## config.mk

```make
export PLATFORM = sky130hd
export DESIGN_NAME = cache_mem_arbiter
export DESIGN_NICKNAME = d
export VERILOG_FILES = /design/src/rtl/cache_mem_arbiter.sv
export SDC_FILE = /design/constraint.sdc
export NUM_CORES = 1
export LEC_CHECK = 0
export CORE_AREA = 2 2 547 549
export DETAILED_ROUTE_END_ITERATION = 7
export DIE_AREA = 0 0 549 551
export PLACE_DENSITY = 0.3
export SKIP_CTS_REPAIR_TIMING = 1
export SLEW_MARGIN = 20
export SYNTH_ARGS = -nofsm -noshare
export SYNTH_HDL_FRONTEND = slang
export SYNTH_SLANG_ARGS = --single-unit
```

## constraint.sdc

```tcl
create_clock -name clk -period 1.6 [get_ports clk]
set_input_delay 0.4 -clock clk [delete_from_list [all_inputs] [get_ports clk]]
set_output_delay 0.4 -clock clk [all_outputs]
set_load 0.01 [all_outputs]
```

## src/rtl/cache_mem_arbiter.sv

```systemverilog
// -----------------------------------------------------------------------------
// cache_mem_arbiter
//
// Shares one cacheline-wide physical memory port between the I-cache and the
// D-cache. One transaction is in flight at a time. The grant is registered, so
// there is always one idle turnaround cycle between transactions. The response
// and read data are returned to the granted requester only.
//
// Optional feature macro: CACHE_ARB_RR_EN
//   defined   : round-robin tie-break using a 1-bit last-granted pointer
//   undefined : fixed priority, the D-cache wins every tie
//
// Ports
//   clk, rst                  clock (rising edge), async active-low reset
//   i_read, i_address         I-cache line read request (held until i_resp)
//   i_resp, i_rdata           I-cache completion pulse and read line
//   d_read, d_write           D-cache line read / write request (held until d_resp)
//   d_address, d_wdata        D-cache line address and write line
//   d_resp, d_rdata           D-cache completion pulse and read line
//   mem_read, mem_write       downstream request
//   mem_address, mem_wdata    downstream address and write line
//   mem_rdata, mem_resp       downstream read line and completion
//
// Handshake: a requester raises its request and holds it, together with its
// address/data, until it sees its resp pulse. Downstream, mem_read/mem_write
// stay asserted with stable address/data until mem_resp is seen; the resp to
// the requester is issued combinationally in that same cycle.
// -----------------------------------------------------------------------------
module cache_mem_arbiter #(
    parameter int ADDR_W = 32,
    parameter int LINE_W = 256
) (
    input  logic              clk,
    input  logic              rst,

    input  logic              i_read,
    input  logic [ADDR_W-1:0] i_address,
    output logic              i_resp,
    output logic [LINE_W-1:0] i_rdata,

    input  logic              d_read,
    input  logic              d_write,
    input  logic [ADDR_W-1:0] d_address,
    input  logic [LINE_W-1:0] d_wdata,
    output logic              d_resp,
    output logic [LINE_W-1:0] d_rdata,

    output logic              mem_read,
    output logic              mem_write,
    output logic [ADDR_W-1:0] mem_address,
    output logic [LINE_W-1:0] mem_wdata,
    input  logic [LINE_W-1:0] mem_rdata,
    input  logic              mem_resp
);

    typedef enum logic [1:0] {
        IDLE    = 2'd0,
        SERVE_I = 2'd1,
        SERVE_D = 2'd2
    } state_t;

    state_t state;
    state_t state_next;

    logic d_req;
    logic tie_pick_d;   // 1: D wins a simultaneous request
    logic d_wr_q;       // D operation type captured at grant

    assign d_req = d_read | d_write;

    // Read data is broadcast; only the matching resp qualifies it.
    assign i_rdata = mem_rdata;
    assign d_rdata = mem_rdata;

`ifdef CACHE_ARB_RR_EN
    // last_d = 1 when the most recent grant went to D. Reset value of 0 means
    // "last was I", so D wins the first tie.
    logic last_d;

    always_ff @(posedge clk or negedge rst) begin
        if (!rst) begin
            last_d <= 1'b0;
        end else if (state == IDLE && state_next != IDLE) begin
            last_d <= (state_next == SERVE_D);
        end
    end

    assign tie_pick_d = ~last_d;
`else
    assign tie_pick_d = 1'b1;
`endif

    // State register
    always_ff @(posedge clk or negedge rst) begin
        if (!rst) begin
            state <= IDLE;
        end else begin
            state <= state_next;
        end
    end

    // Remember whether the granted D transaction was a write, so the
    // downstream request stays asserted even if the D-cache drops its
    // request before mem_resp.
    always_ff @(posedge clk or negedge rst) begin
        if (!rst) begin
            d_wr_q <= 1'b0;
        end else if (state == IDLE && state_next == SERVE_D) begin
            d_wr_q <= d_write;
        end
    end

    // Next state and outputs
    always_comb begin
        state_next  = state;
        mem_read    = 1'b0;
        mem_write   = 1'b0;
        mem_address = '0;
        mem_wdata   = '0;
        i_resp      = 1'b0;
        d_resp      = 1'b0;

        unique case (state)
            IDLE: begin
                // mem_resp is ignored here; nothing is in flight.
                if (i_read && d_req) begin
                    state_next = tie_pick_d ? SERVE_D : SERVE_I;
                end else if (d_req) begin
                    state_next = SERVE_D;
                end else if (i_read) begin
                    state_next = SERVE_I;
                end
            end

            SERVE_I: begin
                mem_read    = 1'b1;
                mem_address = i_address;
                if (mem_resp) begin
                    i_resp     = 1'b1;
                    state_next = IDLE;
                end
            end

            SERVE_D: begin
                // A simultaneous read+write is treated as a write.
                if (d_req) begin
                    mem_read  = d_read & ~d_write;
                    mem_write = d_write;
                end else begin
                    mem_read  = ~d_wr_q;
                    mem_write = d_wr_q;
                end
                mem_address = d_address;
                mem_wdata   = d_wdata;
                if (mem_resp) begin
                    d_resp     = 1'b1;
                    state_next = IDLE;
                end
            end

            default: begin
                state_next = IDLE;
            end
        endcase
    end

endmodule

```

==> run summary <==
DIE
------------------------------------------------------------------------------------------------------
Starting density of the core                                                                     2.14%
Overall die area                                                                            302000 um2
Number of placed I/O pins                                                                         1386
Vertical die dimension                                                                          551 um
Overall die width                                                                               549 um
Area inside the core boundary                                                               296000 um2
Std-Cell Rows                                                                                      200

OUTCOME
------------------------------------------------------------------------------------------------------
Violations in the final reports                                                           negative setup slack
Run status                                                                                complete, but fails checks

LAYOUT
------------------------------------------------------------------------------------------------------
Filler Cell Count                                                                                34900
Share of post-route cells with drive strength above 1                                            58.2%
Post-synthesis to final-layout area growth                                                        177%
Number of nets at the end of the flow                                                             1641
Post-route cell area                                                                         17500 um2

PWR
------------------------------------------------------------------------------------------------------
Share of total power in the clock network                                                         1.7%
Static Leak                                                                                    5.64 nW
Portion of total power attributed to combinational logic                                         97.7%
Cell area power density                                                                    1390 nW/um2
Maximum resistive drop on vdd                                                                   454 uV
Sum of internal, switching and leakage power                                                  0.0243 W
Switching power as a share of total power                                                        44.3%
Switching Power                                                                               0.0108 W
Register share of total power                                                                     0.6%
Cell internal pwr                                                                             0.0136 W

LOGIC SYNTHESIS
------------------------------------------------------------------------------------------------------
Cell type contributing the most total cell area after synthesis                           sky130_fd_sc_hd__buf_4
Area fraction of the dominant cell type after synthesis                                          60.6%
Part of the Yosys area used for sequential elements                                              1.18%
Mapped Area                                                                                   6340 um2
Average instance area after synthesis                                                         7.02 um2
Yosys warns                                                                                          0
Cell with the most instances after synthesis                                              sky130_fd_sc_hd__buf_4
Post-Syn Instances                                                                                 903
EDFF count, synth                                                                                    0
Async set-reset flop share out of synthesis                                                       100%
Number of nets produced by synthesis                                                              1489
Unique masters post-synth                                                                           22
Ys flop type                                                                              sky130_fd_sc_hd__dfrtp_1
Leading post-synthesis cells by cell area                                                 sky130_fd_sc_hd__buf_4, sky130_fd_sc_hd__and2_1, sky130_fd_sc_hd__a22oi_1
Most frequent cells after synthesis                                                       sky130_fd_sc_hd__buf_4, sky130_fd_sc_hd__and2_1, sky130_fd_sc_hd__a22oi_1, sky130_fd_sc_hd__nor2b_1, sky130_fd_sc_hd__clkbuf_1
Flop and latch count out of synthesis                                                                3

ROUTING
------------------------------------------------------------------------------------------------------
Post-detailed-route DRC marker count                                                                 0
Average wire per standard cell                                                                 35.7 um
Final wirelength                                                                                178 mm
Vias per cell                                                                                     1.51
Number of antenna-violating nets in the routed design                                                0
Number of violations reported at the end of detailed-routing iteration 0                           522
Detailed Routing Iterations Pass 1                                                                   5
Total number of vias                                                                              7539

CRITICAL PATH
------------------------------------------------------------------------------------------------------
Launching instance or port of the critical path                                           state[0]$_DFF_PN0_
Crit path top cell by count                                                               sky130_fd_sc_hd__buf_12
Kind of start point of the critical path                                                     flip-flop
Biggest fanout along the worst timing path                                                           7
Endpoint required time on the critical path                                                    1200 ps
Endpoint of the most critical register-to-register path                                   d_wr_q$_DFFE_PN0P_
Startpoint of the lowest-slack register-to-register path                                  state[1]$_DFF_PN0_
Buffering stage count on the worst path with inverters included                                      4
Crit. path cell count                                                                                7
Delay-heaviest family, CP                                                                 buffers and inverters
End point of the critical path                                                            mem_address[29]
Chain of cells forming the critical path                                                  inv_2 -> ha_4 -> buf_12 -> buf_16 -> a22oi_2 -> nor2b_2 -> buf_12
Slowest stage cell on the critical path                                                   sky130_fd_sc_hd__dfrtp_1
Category of the worst setup path capture point                                              output pin
FF-to-FF setup slack                                                                           -250 ps
Highest cell delay on the worst timing path                                                     390 ps
Length in cells of the worst reg-to-reg path                                                         7
Critical path start-end classification                                                         reg2out
Worst Path Arrival                                                                             1780 ps

CLOCKING
------------------------------------------------------------------------------------------------------
Clk buf depth                                                                                        2
H-tree level count                                                                                   1
Number of buffers added by the clock tree synthesis step                                             3
Clock tree from TritonCTS                                                                          yes
Clock transition at the register clock pins on the worst setup and hold paths after CTS          30 ps
Worst-Skew Late Latency                                                                         230 ps
Cell chosen for the clock root                                                            sky130_fd_sc_hd__clkbuf_16
Clock Sinks                                                                                          3

TIMING
------------------------------------------------------------------------------------------------------
Final setup slack of the worst path                                                            -581 ps
Worst Max-Slew Pin Slew                                                                         409 ps
Fin crit period                                                                                2180 ps
Number of endpoints with negative hold slack in the final report                                     0
Achievable Freq                                                                                458 MHz
Skew final                                                                                    0.198 ps
Final setup violation count                                                                        293
Share of the cycle needed by the critical path after routing                                      136%
Headroom to the max-slew limit                                                                   72.7%
Setup repair after global routing missed its margin                                               true
Pins over their slew limit                                                                           0

GLOBAL ROUTE
------------------------------------------------------------------------------------------------------
Vias in the first global route                                                                    7066
Total overflow reported by the global router                                                         0
Total global-route track usage                                                                   10.9%
Antenna violations before repair                                                                   153
First-pass GRT wire length                                                                      189 mm
Largest net degree at the start of global routing                                                   44

PLACE
------------------------------------------------------------------------------------------------------
RePlAce Congestion                                                                               0.905
Placed wire-length estimate                                                                     167 mm
Placed Instance Area                                                                         15800 um2
Number of input and output port buffers inserted                                                   617

RUN
------------------------------------------------------------------------------------------------------
Number of maximum-capacitance violations                                                             0

MIN PATH
------------------------------------------------------------------------------------------------------
Path category of the worst min-delay check                                                    in2async

## kinds of logic (layout without fill, tap and decap cells)
| kind of cell | after synthesis | in the layout | share of synthesized area (%) |
|---|---|---|---|
| AO/OA/AOI/OAI | 40 | 40 | 4.62 |
| adder cells (fa/ha/maj) | 4 | 4 | 0.790 |
| buffers and inverters | 555 | 706 | 63.5 |
| flip-flops | 3 | 3 | 1.18 |
| multiplexers | 1 | 1 | 0.178 |
| other | 0 | 10 | 0 |
| AND/OR/NAND/NOR | 300 | 300 | 29.7 |
## worst register-to-register path: stages, from the launching register on
cell,delay (ps)
sky130_fd_sc_hd__dfrtp_2,400
sky130_fd_sc_hd__inv_2,70
sky130_fd_sc_hd__buf_4,140
sky130_fd_sc_hd__ha_4,250
sky130_fd_sc_hd__nor2b_4,140
sky130_fd_sc_hd__o211a_1,230
sky130_fd_sc_hd__o22ai_1,170
sky130_fd_sc_hd__mux2_1,330
## layer usage
metal | track usage (%) | up-vias | part of all wire (%) | wire (um)
met5 | 0 | - | 0.053 | 94
met4 | 3.68 | 14 | 4.5 | 8020
met3 | 14.8 | 573 | 29 | 52100
met2 | 17.3 | 1289 | 44 | 78000
met1 | 7.03 | 3102 | 23 | 40300
li1 | - | 2561 | - | -
## placed cells by master (no fill, tap or decap), types with 9 or more instances in the layout
master / netlist / final
sky130_fd_sc_hd__a22oi_1: 32 / 15
sky130_fd_sc_hd__a22oi_2: 0 / 17
sky130_fd_sc_hd__and2_1: 258 / 80
sky130_fd_sc_hd__and2_4: 0 / 175
sky130_fd_sc_hd__buf_12: 0 / 206
sky130_fd_sc_hd__buf_4: 512 / 40
sky130_fd_sc_hd__buf_6: 0 / 74
sky130_fd_sc_hd__buf_8: 0 / 13
sky130_fd_sc_hd__clkbuf_16: 0 / 25
sky130_fd_sc_hd__clkbuf_2: 0 / 9
sky130_fd_sc_hd__clkdlybuf4s50_1: 0 / 323
sky130_fd_sc_hd__diode_2: 0 / 10
sky130_fd_sc_hd__nor2b_2: 3 / 20
sky130_fd_sc_hd__nor2b_4: 1 / 15
## power by group through the flow
stage                     combinational (W)  sequential, W  clock [W]
after floorplan                     0.00587       0.000132          0
after global placement               0.0194       0.000142          0
after detailed placement             0.0193       0.000140          0
after CTS                            0.0194       0.000140   0.000408
after global routing                 0.0252       0.000153   0.000410
final                                0.0238       0.000151   0.000402
## state kept, by name, indices dropped and copies added, names as in the netlist
register / cells
d_wr_q: 1
state: 2
## stage by stage
stage	util [%]	setup slack, ps	std cells	TNS [ps]	hold slack [ps]
after floorplan	-	-43.2	903	-7340	104
after global placement	5.35	-769	4942	-122060	507
after detailed placement	5.35	-772	4942	-116720	486
after CTS	5.37	-946	4946	-187980	366
after global routing	5.92	-636	4996	-159290	379
final	5.92	-581	5003	-142880	367
## worst min-delay path by stage
stage | end | slack [ps]
after floorplan | d_wr_q$_DFFE_PN0P_ | 100
after global placement | d_wr_q$_DFFE_PN0P_ | 510
after detailed placement | d_wr_q$_DFFE_PN0P_ | 490
after CTS | d_wr_q$_DFFE_PN0P_ | 370
after global routing | state[0]$_DFF_PN0_ | 380
final | state[0]$_DFF_PN0_ | 370
## final cells by class
class	count	area (um2)	area share [%]
repair buffers	698	9450	53.9
flip-flops and latches	3	76.3	0.435
clock buffers	4	78.8	0.449
multi-input cells	345	2970	16.9
well taps	3939	4930	28.1
inverters	4	15.0	0.0856
diodes	10	25.0	0.143
(Power assumes the default switching activity.)
==> RTL change 1 (same settings) <==
Register the input `d_address` before use, with the module's reset. The logic sees it one clock later. The other inputs are not delayed to match.
--- a/src/rtl/cache_mem_arbiter.sv
+++ b/src/rtl/cache_mem_arbiter.sv
@@ -59,4 +59,14 @@
         SERVE_D = 2'd2
     } state_t;
+
+    logic [ADDR_W-1:0] d_address_q;
+
+    always_ff @(posedge clk or negedge rst) begin
+        if (!rst) begin
+            d_address_q <= '0;
+        end else begin
+            d_address_q <= d_address;
+        end
+    end
 
     state_t state;
@@ -151,5 +161,5 @@
                     mem_write = d_wr_q;
                 end
-                mem_address = d_address;
+                mem_address = d_address_q;
                 mem_wdata   = d_wdata;
                 if (mem_resp) begin
Check against the original RTL: not equivalent (Yosys sat finds a counterexample within 4 cycles, from zero or initial values and one cycle with rst low).
==> RTL change 1 against the unedited design <==
  * The flow finishes with violations (hold timing, setup timing)
  * Largest power group unchanged
  * Setup slack lost 0.21 ns
  * Largest cell class unchanged
  * Critical path type unchanged
  * Die area is the same
  * Power grew 8.1%
  * Sequential cell count grew 32
  * Final area grew 3.8%
  * Synthesized area grew 13%
  * Clock skew is essentially flat
  * Non-clock buffer count grew 8
  * Routed wire length grew 6.8%
==> RTL change 1: results (changes against the unedited design) <==
{
  "vias_per_cell": {"value": 1.50, "change": "-0.71%"},
  "grt_start_max_net_pins": {"value": 56, "change": "+27%"},
  "status": "complete, but fails checks",
  "detail_route.wl_per_cell": {"value": 37.7, "unit": "µm", "change": "+5.7%"},
  "fill_cells": {"value": 34906, "change": "+0.026%"},
  "slew-limit-headroom": {"value": 0.782, "change": "+0.0557"},
  "finalNetCount": {"value": 1683, "change": "+2.6%"},
  "violations": "hold timing, setup timing",
  "regToRegStartpoint": "state[0]",
  "h-tree-depth": {"value": 2, "change": "+1"},
  "worstPathMaxFanout": {"value": 8, "change": "+1"},
  "setup_tns": {"value": -182.35, "unit": "ns", "change": "-39.47 ns"},
  "fin_ws": {"value": -0.790, "unit": "ns", "change": "-0.209 ns"},
  "internal_power": {"value": 0.0142, "unit": "W", "change": "+4.5%"},
  "reg2reg_setup_slack": {"value": -0.57, "unit": "ns", "change": "-0.32 ns"},
  "finClkSkew": {"value": 0.000262, "unit": "ns", "change": "+0.0000644 ns"},
  "clk_pin_slew_worst_paths": {"value": 0.08, "unit": "ns", "change": "+0.05 ns"},
  "power.total": {"value": 0.0263, "unit": "W", "change": "+8.1%"},
  "final-setup-viol-count": {"value": 295, "change": "+0.68%"},
  "synth_top_cell_area_share": {"value": 0.538, "change": "-0.0679"},
  "r2r.worst_path.cells": {"value": 9, "change": "+2"},
  "post_synth_most_frequent_cells": "buf_4 (512), and2_1 (258), dfrtp_1 (35), a22oi_1 (32), nor2b_1 (32)",
  "gp_congestion": {"value": 0.791, "change": "-13%"},
  "irDropWorstVdd": {"value": 0.794, "unit": "mV", "change": "+75%"},
  "grt_antenna_before_repair": {"value": 124, "change": "-19%"},
  "cell_types_with_the_largest_area_share_after_synthesis": "buf_4 (54%), and2_1 (23%), dfrtp_1 (12%), a22oi_1 (3.4%), nor2b_1 (2.8%)",
  "hold_violations": {"value": 1, "change": "+1"},
  "grt_pass1_vias": {"value": 7545, "change": "+6.8%"},
  "wl_met2": {"value": 72300, "unit": "µm", "change": "-7.3%"},
  "hold_slack": {"value": -0.00102, "unit": "ns", "change": "-0.368 ns"}
}
[RTL change 1: cell types whose count changed in the layout (fill, tap and decap cells not counted), moves of 8 or more]
cell,unedited run,this run
dfrtp_1,2,35
a22oi_1,15,4
dlymetal6s2s_1,3,27
nor2b_4,15,5
nor2b_2,20,29
buf_6,74,38
clkbuf_2,9,40
diode_2,10,18
a22oi_2,17,28
[RTL change 1: routing by layer]
| metal | track usage | vias to the layer above |
|---|---|---|
| met4 | 0.0278 | 52 |
| met2 | 0.155 | 1360 |
| met1 | 0.0588 | 3022 |
| met5 | 0.00594 | - |
| li1 | - | 2700 |
| met3 | 0.232 | 429 |
[RTL change 1: through the flow]
step             util  cell area [µm²]  hold slack [ns]
4_1_cts        0.0567            16800         -0.00595
3_5_place_dp   0.0561            16600            0.373
2_1_floorplan       -             7420            0.104
5_1_grt        0.0613            18200           0.0120
3_3_place_gp   0.0561            16600            0.373
6_report       0.0615            18200         -0.00102
[RTL change 1: logic make-up (layout without fill, tap and decap cells)]
kind of cell | count (synthesis) | after routing | synth area share
compound gates | 40 | 40 | 0.0410
fa+ha+maj | 4 | 4 | 0.00701
buf+inv | 555 | 718 | 0.564
flops | 35 | 35 | 0.123
mux | 1 | 1 | 0.00158
other cells | 0 | 18 | 0
simple gates | 300 | 300 | 0.264
[RTL change 1: cell type report]
class / count / area (µm²) / share of cell area
Timing Repair Buffer: 706 / 9220 / 0.506
Clock inverter: 3 / 46.3 / 0.00254
Antenna cell: 18 / 45.0 / 0.00247
Clock buffer: 5 / 125 / 0.00687
Multi-Input combinational cell: 345 / 2960 / 0.162
Inverter: 4 / 15.0 / 0.000825
Sequential cell: 35 / 876 / 0.0481
Tap cell: 3939 / 4930 / 0.271
==> RTL change 2 (config.mk and constraints unchanged) <==
Without the edit above. `ADDR_W`: 32 -> 64.
--- a/src/rtl/cache_mem_arbiter.sv
+++ b/src/rtl/cache_mem_arbiter.sv
@@ -28,5 +28,5 @@
 // -----------------------------------------------------------------------------
 module cache_mem_arbiter #(
-    parameter int ADDR_W = 32,
+    parameter int ADDR_W = 64,
     parameter int LINE_W = 256
 ) (
Interface: changed (resized d_address, i_address and mem_address); port bits go from 1386 to 1482. The function was not compared with the original's and may differ.
==> RTL change 2 against the unedited design <==
  * The flow still finishes with violations (setup timing)
  * Final area up 3.0%
  * Power down 2.0%
  * Synthesized area up 7.4%
  * Routed wire length about the same
  * Clock skew up 0.0023 ns
  * Setup slack worse by 0.26 ns
  * Die area unchanged
  * Sequential cell count unchanged
  * Critical endpoint is now mem_wdata[136]
  * Highest routed layer unchanged
==> RTL change 2: results (changes against the unedited design) <==
{
  "status": "complete, but fails checks",
  "violations": "setup timing",
  "grt.met3_usage": {"value": 0.162, "change": "+0.0136"},
  "synth_cell_types": {"value": 20, "change": "-9.1%"},
  "critical_path_arrival": {"value": 2.05, "unit": "ns", "change": "+0.27 ns"},
  "grt_pass1_vias": {"value": 7895, "change": "+12%"},
  "wl_met2": {"value": 76400, "unit": "µm", "change": "-2.1%"},
  "drt_pass1_iterations": {"value": 4, "change": "-1"},
  "detail_route.wl_per_cell": {"value": 34.2, "unit": "µm", "change": "-4.2%"},
  "met1_layer_usage_reported_by_global_route": {"value": 0.0665, "change": "-0.00382"},
  "r2r.worst_path.cells": {"value": 9, "change": "+2"},
  "crit_path_end": "mem_wdata[136]",
  "gp_congestion": {"value": 0.876, "change": "-3.2%"},
  "reg2reg_setup_slack": {"value": -0.52, "unit": "ns", "change": "-0.27 ns"},
  "placement.setup.worst_slack": {"value": -0.790, "unit": "ns", "change": "-0.0183 ns"},
  "fill_cells": {"value": 34968, "change": "+0.20%"},
  "synth_seq_area_share": {"value": 0.0110, "change": "-0.000814"},
  "placedInstanceArea": {"value": 0.0172, "unit": "mm²", "change": "+8.9%"},
  "worst-slew-pin-transition": {"value": 0.390, "unit": "ns", "change": "-0.0191 ns"},
  "grtUsageMet2": {"value": 0.166, "change": "-0.00699"},
  "crit_path_start": "state[1]",
  "cell_types_with_the_largest_area_share_after_synthesis": "buf_4 (56%), and2_1 (24%), a22oi_1 (7.1%), nor2b_1 (6.2%), clkbuf_1 (2.1%)",
  "finClkSkew": {"value": 0.00247, "unit": "ns", "change": "+0.00228 ns"},
  "worstPathMaxFanout": {"value": 8, "change": "+1"},
  "fin_ws": {"value": -0.845, "unit": "ns", "change": "-0.264 ns"},
  "final_cell_count_no_fill": {"value": 5222, "change": "+4.4%"},
  "final-setup-viol-count": {"value": 327, "change": "+12%"},
  "avgSynthCellArea": {"value": 6.96, "unit": "µm²", "change": "-0.85%"},
  "share_comb_of_total_power": {"value": 0.976, "change": "about the same"},
  "critPathMaxStageDelay": {"value": 0.43, "unit": "ns", "change": "+0.04 ns"},
  "wl_met3": {"value": 55500, "unit": "µm", "change": "+6.6%"},
  "share_of_post_route_cells_with_drive_strength_above_1": {"value": 0.411, "change": "-0.170"}
}
==> RTL change 2: changes by cell type in the layout (fill, tap and decap cells not counted), moves of 35 or more <==
| cell | unedited run | this run |
|---|---|---|
| buf_6 | 74 | 27 |
| and2_4 | 175 | 20 |
| diode_2 | 10 | 45 |
| clkdlybuf4s50_1 | 323 | 405 |
| buf_4 | 40 | 103 |
| and2_1 | 80 | 238 |
| buf_12 | 206 | 167 |
==> RTL change 2: worst reg2reg max path, delay by kind of cell, from the launching register on <==
kind / cells / cell delay, ns
simple gates: 1 / 0.15
mux: 1 / 0.34
fa+ha+maj: 1 / 0.25
compound gates: 2 / 0.38
flops: 1 / 0.35
buf+inv: 4 / 0.52
==> RTL change 2: logic make-up after synthesis <==
family | count (synthesis) | share of synthesized area
AOI/OAI and AO/OA | 72 | 0.0785
adders and majority gates | 4 | 0.00735
buffers and inverters | 566 | 0.597
and+or+nand+nor | 332 | 0.305
muxes | 1 | 0.00165
DFF | 3 | 0.0110
